<file path="src/rtl/timing_track_if.sv">
// timing_track_if: control inputs and track outputs of the drum timing-track generator
interface timing_track_if #(parameter int ADR_BITS = 7);
    logic                run;
    logic                ld_adr;
    logic [ADR_BITS-1:0] adr_in;
    logic                z1;
    logic                z2;
    logic                z3;
    logic [5:0]          bit_no;
    logic [ADR_BITS-1:0] adr;
    logic                index;
    logic                busy;
    modport master (
        output run, ld_adr, adr_in,
        input  z1, z2, z3, bit_no, adr, index, busy
    );
    modport slave (
        input  run, ld_adr, adr_in,
        output z1, z2, z3, bit_no, adr, index, busy
    );
endinterface

</file>
<file path="src/rtl/timing_track_gen.sv">
// timing_track_gen: drum timing tracks Z1 (bit clock), Z2 (word marker) and Z3 (serial sector address)
module timing_track_gen #(
    parameter int BIT_CLKS  = 10,
    parameter int Z1_HIGH   = 2,
    parameter int WORD_BITS = 40,
    parameter int ADR_BITS  = 7
) (
    input logic           i_clk,
    input logic           i_clr,
    timing_track_if.slave io_trk
);
    localparam int CW = $clog2(BIT_CLKS);
    localparam logic [CW-1:0] CYC_LAST = CW'(BIT_CLKS - 1);
    localparam logic [CW-1:0] CYC_Z1   = CW'(Z1_HIGH);
    localparam logic [5:0] BIT_LAST = 6'(WORD_BITS - 1);
    localparam logic [5:0] Z2_A_LO  = 6'(WORD_BITS - 9);
    localparam logic [5:0] Z2_A_HI  = 6'(WORD_BITS - 7);
    localparam logic [5:0] Z2_B_LO  = 6'(WORD_BITS - 2);
    localparam logic [5:0] Z3_LO    = 6'(WORD_BITS - 8);
    localparam logic [5:0] Z3_HI    = 6'(WORD_BITS - 9 + ADR_BITS);

    typedef enum logic {S_IDLE, S_RUN} state_t;

    state_t              r_state, w_state;
    logic [CW-1:0]       r_cyc, w_cyc;
    logic [5:0]          r_bit, w_bit, w_idx;
    logic [ADR_BITS-1:0] r_adr, w_adr, r_pend, w_pend, w_adr_sh;
    logic                r_pv, w_pv, w_run;
    logic                r_z1, r_z2, r_z3, r_index, r_busy;

    // Next-state: counters advance in RUN, address and pending load resolve at the word boundary
    always_comb begin
        w_state = r_state;
        w_cyc   = r_cyc;
        w_bit   = r_bit;
        w_adr   = r_adr;
        w_pend  = r_pend;
        w_pv    = r_pv;
        if (r_state == S_IDLE) begin
            w_adr   = io_trk.ld_adr ? io_trk.adr_in : r_adr;
            w_state = io_trk.run ? S_RUN : S_IDLE;
        end else if (r_cyc == CYC_LAST && r_bit == BIT_LAST) begin
            w_adr   = io_trk.ld_adr ? io_trk.adr_in : r_pv ? r_pend : r_adr + 1'b1;
            w_pv    = 1'b0;
            w_cyc   = '0;
            w_bit   = '0;
            w_state = io_trk.run ? S_RUN : S_IDLE;
        end else begin
            w_cyc  = (r_cyc == CYC_LAST) ? '0 : r_cyc + 1'b1;
            w_bit  = (r_cyc == CYC_LAST) ? r_bit + 1'b1 : r_bit;
            w_pend = io_trk.ld_adr ? io_trk.adr_in : r_pend;
            w_pv   = r_pv | io_trk.ld_adr;
        end
        w_run    = (w_state == S_RUN);
        w_idx    = w_bit - Z3_LO;
        w_adr_sh = w_adr >> w_idx;
    end

    // State and track registers; tracks are decoded from next-state so they line up with cyc/BIT
    always_ff @(posedge i_clk) begin
        if (!i_clr) begin
            r_state <= S_IDLE;
            r_cyc   <= '0;
            r_bit   <= '0;
            r_adr   <= '0;
            r_pend  <= '0;
            r_pv    <= 1'b0;
            r_z1    <= 1'b0;
            r_z2    <= 1'b0;
            r_z3    <= 1'b0;
            r_index <= 1'b0;
            r_busy  <= 1'b0;
        end else begin
            r_state <= w_state;
            r_cyc   <= w_cyc;
            r_bit   <= w_bit;
            r_adr   <= w_adr;
            r_pend  <= w_pend;
            r_pv    <= w_pv;
            r_z1    <= w_run && w_cyc < CYC_Z1;
            r_z2    <= w_run && ((w_bit >= Z2_A_LO && w_bit <= Z2_A_HI) || w_bit >= Z2_B_LO);
            r_z3    <= w_run && w_bit >= Z3_LO && w_bit <= Z3_HI && w_adr_sh[0];
            r_index <= w_run && w_adr == '0 && w_bit == '0 && w_cyc == '0;
            r_busy  <= w_run;
        end
    end

    assign io_trk.z1     = r_z1;
    assign io_trk.z2     = r_z2;
    assign io_trk.z3     = r_z3;
    assign io_trk.bit_no = r_bit;
    assign io_trk.adr    = r_adr;
    assign io_trk.index  = r_index;
    assign io_trk.busy   = r_busy;
endmodule

</file>
<file path="src/flat_wrapper.sv">
// flat-port wrapper written by rule: the top's interface ports become plain ports
module timing_track_gen_flat 
#(
    parameter int BIT_CLKS  = 10,
    parameter int Z1_HIGH   = 2,
    parameter int WORD_BITS = 40,
    parameter int ADR_BITS  = 7
)
  (i_clk, i_clr, io_trk_run, io_trk_ld_adr, io_trk_adr_in, io_trk_z1, io_trk_z2, io_trk_z3, io_trk_bit_no, io_trk_adr, io_trk_index, io_trk_busy);
  timing_track_if #(.ADR_BITS(ADR_BITS)) io_trk_i ();
  input logic i_clk;
  input logic i_clr;
  input wire logic [$bits(io_trk_i.run)-1:0] io_trk_run;
  input wire logic [$bits(io_trk_i.ld_adr)-1:0] io_trk_ld_adr;
  input wire logic [$bits(io_trk_i.adr_in)-1:0] io_trk_adr_in;
  output wire logic [$bits(io_trk_i.z1)-1:0] io_trk_z1;
  output wire logic [$bits(io_trk_i.z2)-1:0] io_trk_z2;
  output wire logic [$bits(io_trk_i.z3)-1:0] io_trk_z3;
  output wire logic [$bits(io_trk_i.bit_no)-1:0] io_trk_bit_no;
  output wire logic [$bits(io_trk_i.adr)-1:0] io_trk_adr;
  output wire logic [$bits(io_trk_i.index)-1:0] io_trk_index;
  output wire logic [$bits(io_trk_i.busy)-1:0] io_trk_busy;
  assign io_trk_i.run = io_trk_run;
  assign io_trk_i.ld_adr = io_trk_ld_adr;
  assign io_trk_i.adr_in = io_trk_adr_in;
  assign io_trk_z1 = io_trk_i.z1;
  assign io_trk_z2 = io_trk_i.z2;
  assign io_trk_z3 = io_trk_i.z3;
  assign io_trk_bit_no = io_trk_i.bit_no;
  assign io_trk_adr = io_trk_i.adr;
  assign io_trk_index = io_trk_i.index;
  assign io_trk_busy = io_trk_i.busy;
  timing_track_gen #(.BIT_CLKS(BIT_CLKS), .Z1_HIGH(Z1_HIGH), .WORD_BITS(WORD_BITS), .ADR_BITS(ADR_BITS)) u_core (.i_clk(i_clk), .i_clr(i_clr), .io_trk(io_trk_i));
endmodule
</file>
<file path="config.mk">
export PLATFORM = sky130hd
export DESIGN_NAME = timing_track_gen_flat
export DESIGN_NICKNAME = d
export VERILOG_FILES = /design/src/rtl/timing_track_if.sv /design/src/rtl/timing_track_gen.sv /design/src/flat_wrapper.sv
export SDC_FILE = /design/constraint.sdc
export NUM_CORES = 1
export LEC_CHECK = 0
export CAP_MARGIN = 5
export CORE_AREA = 2 2 68 70
export CTS_CLUSTER_SIZE = 14
export DETAILED_ROUTE_END_ITERATION = 8
export DIE_AREA = 0 0 70 72
export GPL_TIMING_DRIVEN = 0
export PLACE_DENSITY = 0.67
export RECOVER_POWER = 25
export SKIP_CTS_REPAIR_TIMING = 1
export SLEW_MARGIN = 0
export SYNTH_ARGS = -nofsm -noshare
export SYNTH_HDL_FRONTEND = slang
export SYNTH_SLANG_ARGS = --single-unit
</file>
<file path="constraint.sdc">
create_clock -name i_clk -period 3.45 [get_ports i_clk]
set_input_delay 0.69 -clock i_clk [delete_from_list [all_inputs] [get_ports i_clk]]
set_output_delay 0.69 -clock i_clk [all_outputs]
set_load 0.02 [all_outputs]
</file>
== Word-level counts from Yosys, hierarchy flattened ==
Index checks and enable logic that the tools add are counted.
Word-level totals
  register bits: 30
  latch bits: 0
  memory bits (writable): 0
  memory bits (read-only): 0
  bits of input ports: 11
  output and inout port bits: 18
  word-level logic and storage cells: 55
  memories kept: 0
Operators by class
  add/subtract/negate cells: 4
  multiply operators: 0
  div/mod/pow operators: 0
  order comparisons: 6
  equality and inequality tests: 2
  shift-type cells: 1
  multiplexer cells: 15
  bitwise logic cells: 2
  reduce and logical (&&, ||, !) cells: 15
Operator list (count)
  two-way mux 7 bit: 5
  two-way mux 6 bit: 3
  >= comparator 6 bit, second input constant: 2
  less-or-equal comparator 6 bit, second input constant: 2
  two-way mux 4 bit: 3
  logical AND 1 bit: 10
  adder 7 x 1 -> 7 bit, second input constant: 1
  zero test 7 bit: 1
  right shift 7 x 6 -> 1 bit: 1
  adder 6 x 1 -> 6 bit, second input constant: 1
  equality test 6 bit, second input constant: 1
  >= comparator 6 x 5 -> 1 bit, second input constant: 1
  zero test 6 bit: 1
  subtractor 6 bit, second input constant: 1
  adder 4 x 1 -> 4 bit, second input constant: 1
  equality test 4 bit, second input constant: 1
  zero test 4 bit: 1
  < comparator 4 x 2 -> 1 bit, second input constant: 1
  two-way mux 1 bit: 4
  AND reduction 3 bit: 1
  logical OR 1 bit: 1
  NOT 1 bit: 1
  OR 1 bit: 1

== Logic depth before layout (Yosys ltp) ==
Gate-level depths: netlist (run 1).
  word-level depth: 9
  gate-level depth with buffers: 11
  depth with buffers taken out: 10

== Least setup slack after synthesis (run 1) ==
OpenSTA, ideal clock, no wires.
  path kind: reg-to-reg
  start: register u_core.r_bit[1] (netlist: u_core.io_trk.bit_no[1])
  end: register u_core.r_index (netlist: u_core.io_trk.index)
  setup time: 73 ps
  arrival time: 2642 ps
  required time: 3377 ps
  path slack: 735 ps
  stages on the path, launching flop included: 10
  buffers on the path: 1
  period minus slack after synthesis: 2715 ps
  cell sequence: dfxtp_1 ha_1 and4bb_1 buf_4 nand2_1 nor4_1 nor2b_1 or4_1 or4_1 nor3_2
Between the ends
  cells in the longest elaborated chain, start to end: 8
  elaborated cells between the ends (all ways): 18
  classes of those cells: 1 x add/sub; 1 x eq/ne; 9 x mux; 7 x reduce/logical
Ends and longest elaborated chain
  start: declaration: line timing_track_gen.sv:26  | logic [5:0] r_bit, w_bit, w_idx;
  start signal: assignment: line timing_track_gen.sv:76  | r_bit <= w_bit;
  parallel branches: the longest is 7 deep, another holds adder 6 x 1 -> 6 bit
  logical AND 1 bit *: line timing_track_gen.sv:83  | r_index <= w_run && w_adr == '0 && w_bit == '0 && w_cyc == '0;
  end signal: assignment: line timing_track_gen.sv:71  | r_index <= 1'b0;
  end signal: assignment: line timing_track_gen.sv:83
  end: declaration: line timing_track_gen.sv:29  | logic r_z1, r_z2, r_z3, r_index, r_busy;
Mark *: on every way between the ends.
A chain may end at the register's enable or synchronous reset.

== Final worst setup path (run 1) ==
Ends and elaborated chain as after synthesis.

==> impl_metrics.csv, run 1 <==
group,metric,value,unit
timing,setup-tns-final,0,ns
worst_setup_path,r2r-start,"u_core.io_trk.bit_no[1]",
timing,finalSetupViolations,0,
clocking,cts_buffer_depth,2,
synthesis,ys.flop_type,"dfxtp_1",
synthesis,synthCells,234,
finish,fin_nets,283,
finish,drive_gt1_share,7.84,%
synthesis,netlist_area,1890,µm²
finish,antennaDiodeCount,0,
worst_setup_path,startpoint_type,"register",
synthesis,yosys_register_bits,30,
synthesis,yosysTopAreaCellShare,31.8,%
floorplanning,pin_count,29,
detailed_routing,drt_first_iter_violations,182,
timing,clock.fmax,350,MHz
timing,rsz0062_at_grt,"false",
synthesis,yosys.area.top_type,"dfxtp_1",
finish,final_area,2300,µm²
hold_path,hold_class,"reg -> reg",
worst_setup_path,r2r_cells,9,
floorplanning,die_h,72,µm
pwr,power_frac_clock,33.8,%
grt,grt_max_degree,11,
synthesis,yosysSeqAreaShare,31.8,%
detailed_routing,drtPass1Iterations,4,
detailed_routing,routed.top_layer,"met4",
floorplanning,initial_core_util,44.3,%
placed_design,io_buffers,27,
detailed_routing,met1Wirelength,2320,µm
detailed_routing,vias,1828,
timing,finalMaxSlewViolations,0,
timing,skew,0.00675,ns
pwr,power_density,341,nW/µm²
timing,hold_ws,0.505,ns
detailed_routing,drt_wl_total,4750,µm
synthesis,ys_types,54,
synthesis,ys_top_cells_by_area,"dfxtp_1, nor2_1, mux2i_1",
timing,hold_viol,0,
synthesis,syn_avg_cell_area,8.07,µm²
flow_run,drv_cap,0,
finish,final.fill_count,396,
detailed_routing,routedWlPerCell,14.9,µm
synthesis,synth-warning-count,0,
hold_path,min_from,"u_core.r_pend[4]",
synthesis,async_flop_share,0,%
timing,finalCritPeriodShare,82.9,%
floorplanning,std_cell_rows,24,
detailed_routing,ant_nets,0,
timing,min_period,2.86,ns
detailed_routing,route.met2.wl,2070,µm
worst_setup_path,endpoint_kind,"register",
pwr,swShare,28.4,%
worst_setup_path,arrival,3.07,ns
floorplanning,die_w,70,µm
worst_setup_path,crit_type,"reg -> reg",
clocking,tritoncts,"built",
worst_setup_path,cp_max_fo,9,
grt,grt_pass1_vias,1707,
worst_setup_path,rrSetupSlack,0.59,ns
floorplanning,core-area,4260,µm²
grt,antenna_found_initial,0,
pwr,p_int,562,µW
detailed_routing,viasPerCell,5.71,
timing,worstMarginPinSlew,0.636,ns
run_status,status,"finished, final reports clean",
clocking,path_clk_slew,0.06,ns
detailed_routing,drc,0,
clocking,cts-htree-levels,2,
clocking,numCtsBuffers,5,
detailed_routing,wl_met3,281,µm
synthesis,synth_nets,249,
placed_design,post-dp-hpwl,3550,µm
floorplanning,dieArea,5040,µm²
hold_path,hold_depth,2,
grt,grt_pass1_wl,8310,µm
pwr,switchingPower,223,µW
worst_setup_path,r2r-end,"u_core.io_trk.index",
pwr,combPwrFrac,18.1,%
pwr,vdd_drop_max,0.182,mV
synthesis,synth_edf_count,0,
finish,area_delta_synth_final,21.8,%
worst_setup_path,cp.required,3.66,ns
grt,grt_use_total,21.1,%
clocking,clock_latency,0.29,ns
clocking,cts_root_buf,"clkbuf_8",
placed_design,gp_congestion,0.991,
clocking,clock_sinks,30,
pwr,power,785,µW
hold_path,hold_end,"u_core.r_pend[4]",
pwr,seqPwrFrac,48.1,%
timing,relSlewSlack,56.5,%
grt,grt-ovfl-total,0,
pwr,leakage,0.000925,µW
placed_design,placed_cell_area,2220,µm²
==> layout by cell type (no fill, tap or decap), types with 3 or more instances in the layout <==
master / instances
a211oi_1: 5
a21oi_1: 13
a2bb2oi_1: 3
and2_1: 3
buf_2: 3
clkbuf_1: 9
clkbuf_8: 5
clkdlybuf4s50_1: 22
dfxtp_1: 30
dlygate4sd3_1: 5
ha_1: 4
inv_1: 9
mux2i_1: 11
nand2_1: 25
nand3_1: 7
nand4_1: 4
nor2_1: 30
nor2b_1: 5
nor3_1: 5
o21a_1: 3
o21ai_0: 13
o22ai_1: 3
or4_1: 3
xnor2_1: 4
==> synth_stat cells (all sizes together), types with 5 or more instances <==
master	count
nor3	6
buf	7
inv	9
o21ai	14
a21oi	14
a211oi	5
mux2i	12
nor2	30
nand3	8
nor2b	5
nand2	25
clkbuf	7
nand4	5
dfxtp	30
==> worst max-delay path, cell delays in order, from the launching register on <==
cell and delay (ns):
dfxtp_1 0.44, ha_1 0.30, and4bb_1 0.21, buf_4 0.18, nand2_1 0.13, nor4_1 0.31
nor2b_1 0.09, or4_1 0.47, or4_1 0.54, nor3_2 0.12
==> power by group through the flow <==
stage	clock, µW	combinational, µW	sequential (µW)
CTS	274	142	377
global placement	0	141	385
global route	291	158	379
detailed placement	0	142	384
floorplan	0	81.1	391
finish	266	142	377
==> stage by stage <==
stage / worst slack (ns) / instances / util, %
detailed placement: 0.469 / 313 / 52.1
global placement: 0.441 / 313 / 52.1
floorplan: 0.735 / 234 / -
CTS: 0.594 / 320 / 53.9
global route: 0.308 / 320 / 53.9
finish: 0.590 / 320 / 53.9
==> cell families (layout without fill, tap and decap cells) <==
| family | count (synthesis) | count (layout) | synth area share (%) |
|---|---|---|---|
| mux | 14 | 14 | 8.22 |
| fa+ha+maj | 4 | 4 | 2.65 |
| flops | 30 | 30 | 31.8 |
| compound gates | 57 | 57 | 20.4 |
| buf+inv | 23 | 57 | 5.96 |
| simple gates | 99 | 99 | 27.3 |
| xor+xnor | 7 | 7 | 3.65 |
==> final cells by class <==
cell class / count / area, µm² / area share [%]
plain buffers: 14 / 78.8 / 3.43
repair buffers: 27 / 270 / 11.8
well taps: 52 / 65.1 / 2.83
flip-flops and latches: 30 / 601 / 26.1
multi-input cells: 181 / 1170 / 51.1
inverters: 9 / 33.8 / 1.47
clock buffers: 7 / 76.3 / 3.32
==> registers in the layout (all words and copies together), names as in the netlist <==
register              count
u_core.io_trk.adr         7
u_core.r_pend             7
u_core.io_trk.bit_no      6
u_core.r_cyc              4
u_core.io_trk.index       1
u_core.io_trk.z1          1
u_core.io_trk.z2          1
u_core.io_trk.z3          1
u_core.r_pv               1
u_core.r_state            1
==> worst max path at each step <==
stage / cells after the start / startpoint / slack, ns / end
floorplan: 9 / u_core.io_trk.bit_no[1] / 0.74 / u_core.io_trk.index
global placement: 8 / io_trk_ld_adr / 0.44 / u_core.io_trk.index
detailed placement: 8 / io_trk_ld_adr / 0.47 / u_core.io_trk.index
CTS: 9 / u_core.io_trk.bit_no[1] / 0.59 / u_core.io_trk.index
global route: 9 / u_core.io_trk.bit_no[1] / 0.31 / u_core.io_trk.index
finish: 9 / u_core.io_trk.bit_no[1] / 0.59 / u_core.io_trk.index
==> per-layer routing <==
metal	global-route usage, %	up-vias
met3	5.56	5
met2	31.3	59
met4	7.48	0
li1	-	911
met5	0	-
met1	29.8	853
No activity file was read; power rests on OpenSTA's default activity.
==> run 2, diff against run 1 <==
Settings changed: PLACE_DENSITY 0.67 to 0.7.
Clock period 3.45 ns to 2.61 ns, I/O delays scaled along.
==> run 2 against run 1 <==
Net effect: critical path depth is 1 lower; sequential power is 33% higher; first-iteration DRC count shrank 20%; power grew 41%; combinational power increased by 43%; die area unchanged; core utilization up 3.6 points; largest power group unchanged; sequential cell count is the same; global-route usage shrank 0.50 points; non-clock buffer count is 5 higher; fmax grew 13%.
==> impl_metrics.csv, run 2 (same netlist as run 1, synthesis figures left out) <==
group,metric,value,unit
run_status,status,"finished, final reports clean",
finish,final_cell_mix,"nor2_1, dfxtp_1, nand2_1",
floorplanning,initial_core_util,44.3,%
timing,relSlewSlack,54.5,%
pwr,power_density,451,nW/µm²
timing,clock.fmax,395,MHz
clocking,path_clk_slew,0.07,ns
detailed_routing,drtPass1Iterations,4,
timing,hold_viol,0,
finish,antennaDiodeCount,0,
hold_path,hold_end,"u_core.r_pend[4]",
detailed_routing,drt_first_iter_violations,145,
pwr,vdd_drop_max,0.265,mV
hold_path,hold_depth,2,
detailed_routing,drc,0,
worst_setup_path,endpoint_kind,"register",
clocking,tritoncts,"built",
worst_setup_path,max_stage_delay,0.51,ns
finish,layout_commonest_cell,"nor2_1",
worst_setup_path,startpoint,"u_core.r_state",
floorplanning,dieArea,5040,µm²
detailed_routing,viasPerCell,5.66,
grt,grt_pass1_vias,1690,
detailed_routing,ant_nets,0,
timing,worstMarginPinSlew,0.665,ns
worst_setup_path,cp.required,2.83,ns
placed_design,io_buffers,27,
grt,grt_use_total,20.6,%
worst_setup_path,startpoint_type,"register",
worst_setup_path,arrival,2.75,ns
placed_design,placed_cell_area,2230,µm²
grt,antenna_found_initial,0,
worst_setup_path,rrSetupSlack,0.08,ns
pwr,power,1110,µW
finish,final.fill_count,387,
finish,postLayoutCoreUtil,57.5,%
pwr,leakage,0.000980,µW
clocking,cts_root_buf,"clkbuf_8",
finish,drive_gt1_share,16.1,%
floorplanning,core-area,4260,µm²
detailed_routing,vias,1845,
worst_setup_path,r2r-start,"u_core.r_state",
clocking,clock_sinks,30,
grt,grt-ovfl-total,0,
floorplanning,die_w,70,µm
detailed_routing,drt_wl_total,5120,µm
timing,finalMaxSlewViolations,0,
floorplanning,die_h,72,µm
finish,fin_nets,288,
finish,area_delta_synth_final,29.8,%
worst_setup_path,crit_chain,"inv_1, clkbuf_1, nor2_1, a2bb2oi_1, o21ai_0, nand3_1, or4_4, nor3_4",
clocking,clock_latency,0.29,ns
timing,rsz0062_at_grt,"true",
finish,final_area,2450,µm²
finish,fin_cells,326,
timing,skew,0.00858,ns
flow_run,drv_cap,0,
floorplanning,pin_count,29,
hold_path,min_from,"u_core.r_pend[4]",
worst_setup_path,slowest_stage,"or4_4",
timing,min_period,2.53,ns
worst_setup_path,cp_max_fo,10,
worst_setup_path,r2r-end,"u_core.io_trk.index",
grt,grt_pass1_wl,8180,µm
placed_design,dp_cells,313,
detailed_routing,routedWlPerCell,15.7,µm
worst_setup_path,crit_type,"reg -> reg",
placed_design,post-dp-hpwl,3540,µm
grt,grt_max_degree,11,
timing,finalCritPeriodShare,96.9,%
floorplanning,std_cell_rows,24,
hold_path,hold_class,"reg -> reg",
clocking,cts-htree-levels,2,
clocking,numCtsBuffers,5,
timing,finalSetupViolations,0,
worst_setup_path,r2r_cells,8,
clocking,cts_buffer_depth,2,
placed_design,gp_congestion,0.942,
-- run 2: cell types whose count changed in the layout (fill, tap and decap cells not counted), sizes merged --
cell,delta
buf,+5
clkdlybuf4s50,+1
clkinv,+1
dlygate4sd3,-1
-- run 2: cell type report --
class | count | area (µm²) | area share, %
Sequential cell | 30 | 614 | 25.1
Buffer | 13 | 87.6 | 3.57
Inverter | 9 | 36.3 | 1.48
Timing Repair Buffer | 33 | 315 | 12.9
Tap cell | 52 | 65.1 | 2.65
Clock buffer | 7 | 86.3 | 3.52
Clock inverter | 1 | 5.00 | 0.204
Multi-Input combinational cell | 181 | 1240 | 50.6
-- run 2: metal layers --
layer	global-route usage [%]	vias up	part of all wire, %
li1	-	917	-
met5	0	-	0
met3	4.86	5	6.5
met2	31.3	69	46
met1	28.6	854	47
met4	8.12	0	1.2
-- run 2: report_power, final --
| part | internal (µW) | switching [µW] |
|---|---|---|
| Clock | 213 | 189 |
| Combinational | 92.5 | 111 |
| Sequential | 476 | 25.7 |
-- run 2: critical path: cells and delay by family (launching register included) --
family	cells	cell delay, ns
simple gates	4	1.08
buf+inv	2	0.47
compound gates	2	0.47
flops	1	0.44
-- run 2: worst max-delay path by stage --
stage | end | slack (ns)
after floorplan | u_core.io_trk.index | 0.009
after CTS | u_core.io_trk.index | -0.23
after global routing | u_core.io_trk.index | -0.06
after global placement | u_core.io_trk.index | -0.19
after detailed placement | u_core.io_trk.index | -0.20
final | u_core.io_trk.index | 0.08
-- run 2: metrics by stage --
step                setup TNS (ns)  setup slack (ns)  hold WS (ns)
floorplan                        0           0.00936         0.458
global placement            -0.256            -0.187         0.485
detailed placement          -0.318            -0.203         0.496
CTS                         -0.360            -0.225         0.511
global route               -0.0593           -0.0593         0.542
finish                           0            0.0799         0.501
==> run 3, diff against run 2 <==
--- a/config.mk
+++ b/config.mk
@@ -12,2 +12,3 @@
 export DIE_AREA = 0 0 70 72
+export GPL_ROUTABILITY_DRIVEN = 0
 export GPL_TIMING_DRIVEN = 0
@@ -20 +21,2 @@
 export SYNTH_SLANG_ARGS = --single-unit
+export TNS_END_PERCENT = 30
--- a/constraint.sdc
+++ b/constraint.sdc
@@ -3,2 +3,2 @@
 set_output_delay 0.522 -clock i_clk [all_outputs]
-set_load 0.02 [all_outputs]
+set_load 0.05 [all_outputs]
==> run 3 against run 2 <==
Net effect: worst setup slack got worse by 0.019 ns; clock skew barely moved; count of clock-buffer cells in the layout rose by 1; largest power group unchanged; highest routed layer unchanged; sequential power barely moved; sequential cell count did not move.
==> impl_metrics.csv, run 3 (same netlist as run 1, synthesis figures left out) <==
group,metric,value,unit
grt,grt_use_total,21.0,%
worst_setup_path,max_stage_delay,0.51,ns
timing,finalSetupViolations,0,
grt,grt_pass1_vias,1656,
hold_path,hold_depth,2,
placed_design,preCtsSetupSlack,-0.173,ns
grt,grt_max_degree,11,
worst_setup_path,startpoint_type,"register",
floorplanning,core-area,4260,µm²
worst_setup_path,cp_max_fo,10,
clocking,cts_root_buf,"clkbuf_8",
hold_path,hold_class,"reg -> reg",
detailed_routing,drt_first_iter_violations,176,
detailed_routing,drc,0,
timing,hold_viol,0,
finish,final_cell_mix,"nor2_1, clkdlybuf4s50_1, nand2_1",
floorplanning,die_w,70,µm
worst_setup_path,worstPathBufferInverterCount,3,
worst_setup_path,arrival,2.77,ns
clocking,tritoncts,"built",
finish,final_area,2530,µm²
worst_setup_path,crit_chain,"inv_4, ha_4, and4b_1, buf_6, nand2_2, buf_4, o21ai_0, nand3_1, or4_4, nor3_2",
floorplanning,initial_core_util,44.3,%
placed_design,post-dp-hpwl,3510,µm
placed_design,placed_cell_area,2240,µm²
worst_setup_path,crit_type,"reg -> reg",
grt,antenna_found_initial,0,
hold_path,hold_end,"u_core.r_pend[1]",
finish,fin_nets,296,
hold_path,min_from,"u_core.r_pend[1]",
floorplanning,dieArea,5040,µm²
worst_setup_path,slowest_stage,"or4_4",
timing,finalMaxSlewViolations,0,
timing,finalWorstSetupSlack,0.0608,ns
timing,finalCritPeriodShare,97.7,%
placed_design,io_buffers,27,
worst_setup_path,r2r-end,"u_core.io_trk.index",
run_status,status,"finished, final reports clean",
clocking,cts-htree-levels,2,
timing,relSlewSlack,56.5,%
detailed_routing,drtPass1Iterations,4,
worst_setup_path,cp.required,2.83,ns
worst_setup_path,rrSetupSlack,0.06,ns
pwr,leakage,0.00100,µW
pwr,power_density,444,nW/µm²
detailed_routing,routedWlPerCell,15.6,µm
worst_setup_path,r2r_cells,10,
detailed_routing,viasPerCell,5.76,
worst_setup_path,endpoint_kind,"register",
worst_setup_path,r2r-start,"u_core.r_cyc[1]",
finish,drive_gt1_share,21.3,%
timing,skew,0.00872,ns
clocking,cts_buffer_depth,2,
pwr,vdd_drop_max,0.295,mV
floorplanning,pin_count,29,
flow_run,drv_cap,0,
grt,grt-ovfl-total,0,
clocking,clock_latency,0.29,ns
finish,area_delta_synth_final,33.9,%
detailed_routing,drt_wl_total,5230,µm
floorplanning,std_cell_rows,24,
placed_design,dp_cells,313,
finish,antennaDiodeCount,0,
finish,layout_commonest_cell,"nor2_1",
timing,min_period,2.55,ns
clocking,numCtsBuffers,5,
worst_setup_path,crit_family,"simple AND/OR/NAND/NOR gates",
detailed_routing,vias,1924,
detailed_routing,ant_nets,0,
timing,worstMarginPinSlew,0.650,ns
grt,grt_pass1_wl,8340,µm
timing,clock.fmax,392,MHz
finish,fin_cells,334,
clocking,clock_sinks,30,
clocking,path_clk_slew,0.06,ns
floorplanning,die_h,72,µm
-- run 3: cell types whose count changed in the layout (fill, tap and decap cells not counted), moves of 2 or more --
cell             delta
buf_4               +8
dfxtp_1             -8
dfxtp_2             +6
clkdlybuf4s50_1     +3
dlygate4sd3_1       -3
dfxtp_4             +2
-- run 3: per-stage QoR --
step	setup TNS (ns)	utilization, %	power, µW	hold WS [ns]
after detailed placement	-0.265	52.6	720	0.492
after floorplan	0	-	647	0.458
final	0	59.3	1120	0.508
after global placement	-0.259	52.6	717	0.484
after global routing	-0.0364	59.3	1170	0.548
after CTS	-0.403	54.7	1100	0.506
-- run 3: worst register-to-register path, stage by stage (launching register included) --
cell and delay, ns:
dfxtp_4 0.35, inv_4 0.06, ha_4 0.14, and4b_1 0.23, buf_6 0.13, nand2_2 0.10
buf_4 0.20, o21ai_0 0.44, nand3_1 0.16, or4_4 0.51, nor3_2 0.17
-- run 3: final cells by class --
class,instances,area (µm²)
Inverter,9,36.3
Sequential cell,30,629
Timing Repair Buffer,41,375
Tap cell,52,65.1
Buffer,13,92.6
Clock buffer,8,90.1
Fill cell,412,1740
Multi-Input combinational cell,181,1240
-- run 3: how the worst max path moves through the flow --
stage	depth (start not counted)	from	slack [ns]	to
2_1_floorplan	9	u_core.io_trk.bit_no[2]	0.0004	u_core.io_trk.index
3_3_place_gp	8	io_trk_ld_adr	-0.20	u_core.io_trk.index
3_5_place_dp	9	u_core.r_cyc[0]	-0.17	u_core.io_trk.index
4_1_cts	9	u_core.r_cyc[0]	-0.28	u_core.io_trk.index
5_1_grt	8	u_core.r_state	-0.04	u_core.io_trk.index
6_report	10	u_core.r_cyc[1]	0.06	u_core.io_trk.index
-- run 3: routing by layer --
metal	global-route usage, %	vias up	share of wire, %
met5	0	-	0
met4	7.48	0	2.7
met3	5.28	18	6.7
met2	31.5	69	46
met1	29.4	897	45
li1	-	940	-
-- run 3: power by group --
group / internal [µW] / switching (µW) / total [µW]
Combinational: 95.7 / 136 / 231
Clock: 215 / 174 / 389
Sequential: 476 / 25.8 / 501
Total: 786 / 335 / 1120
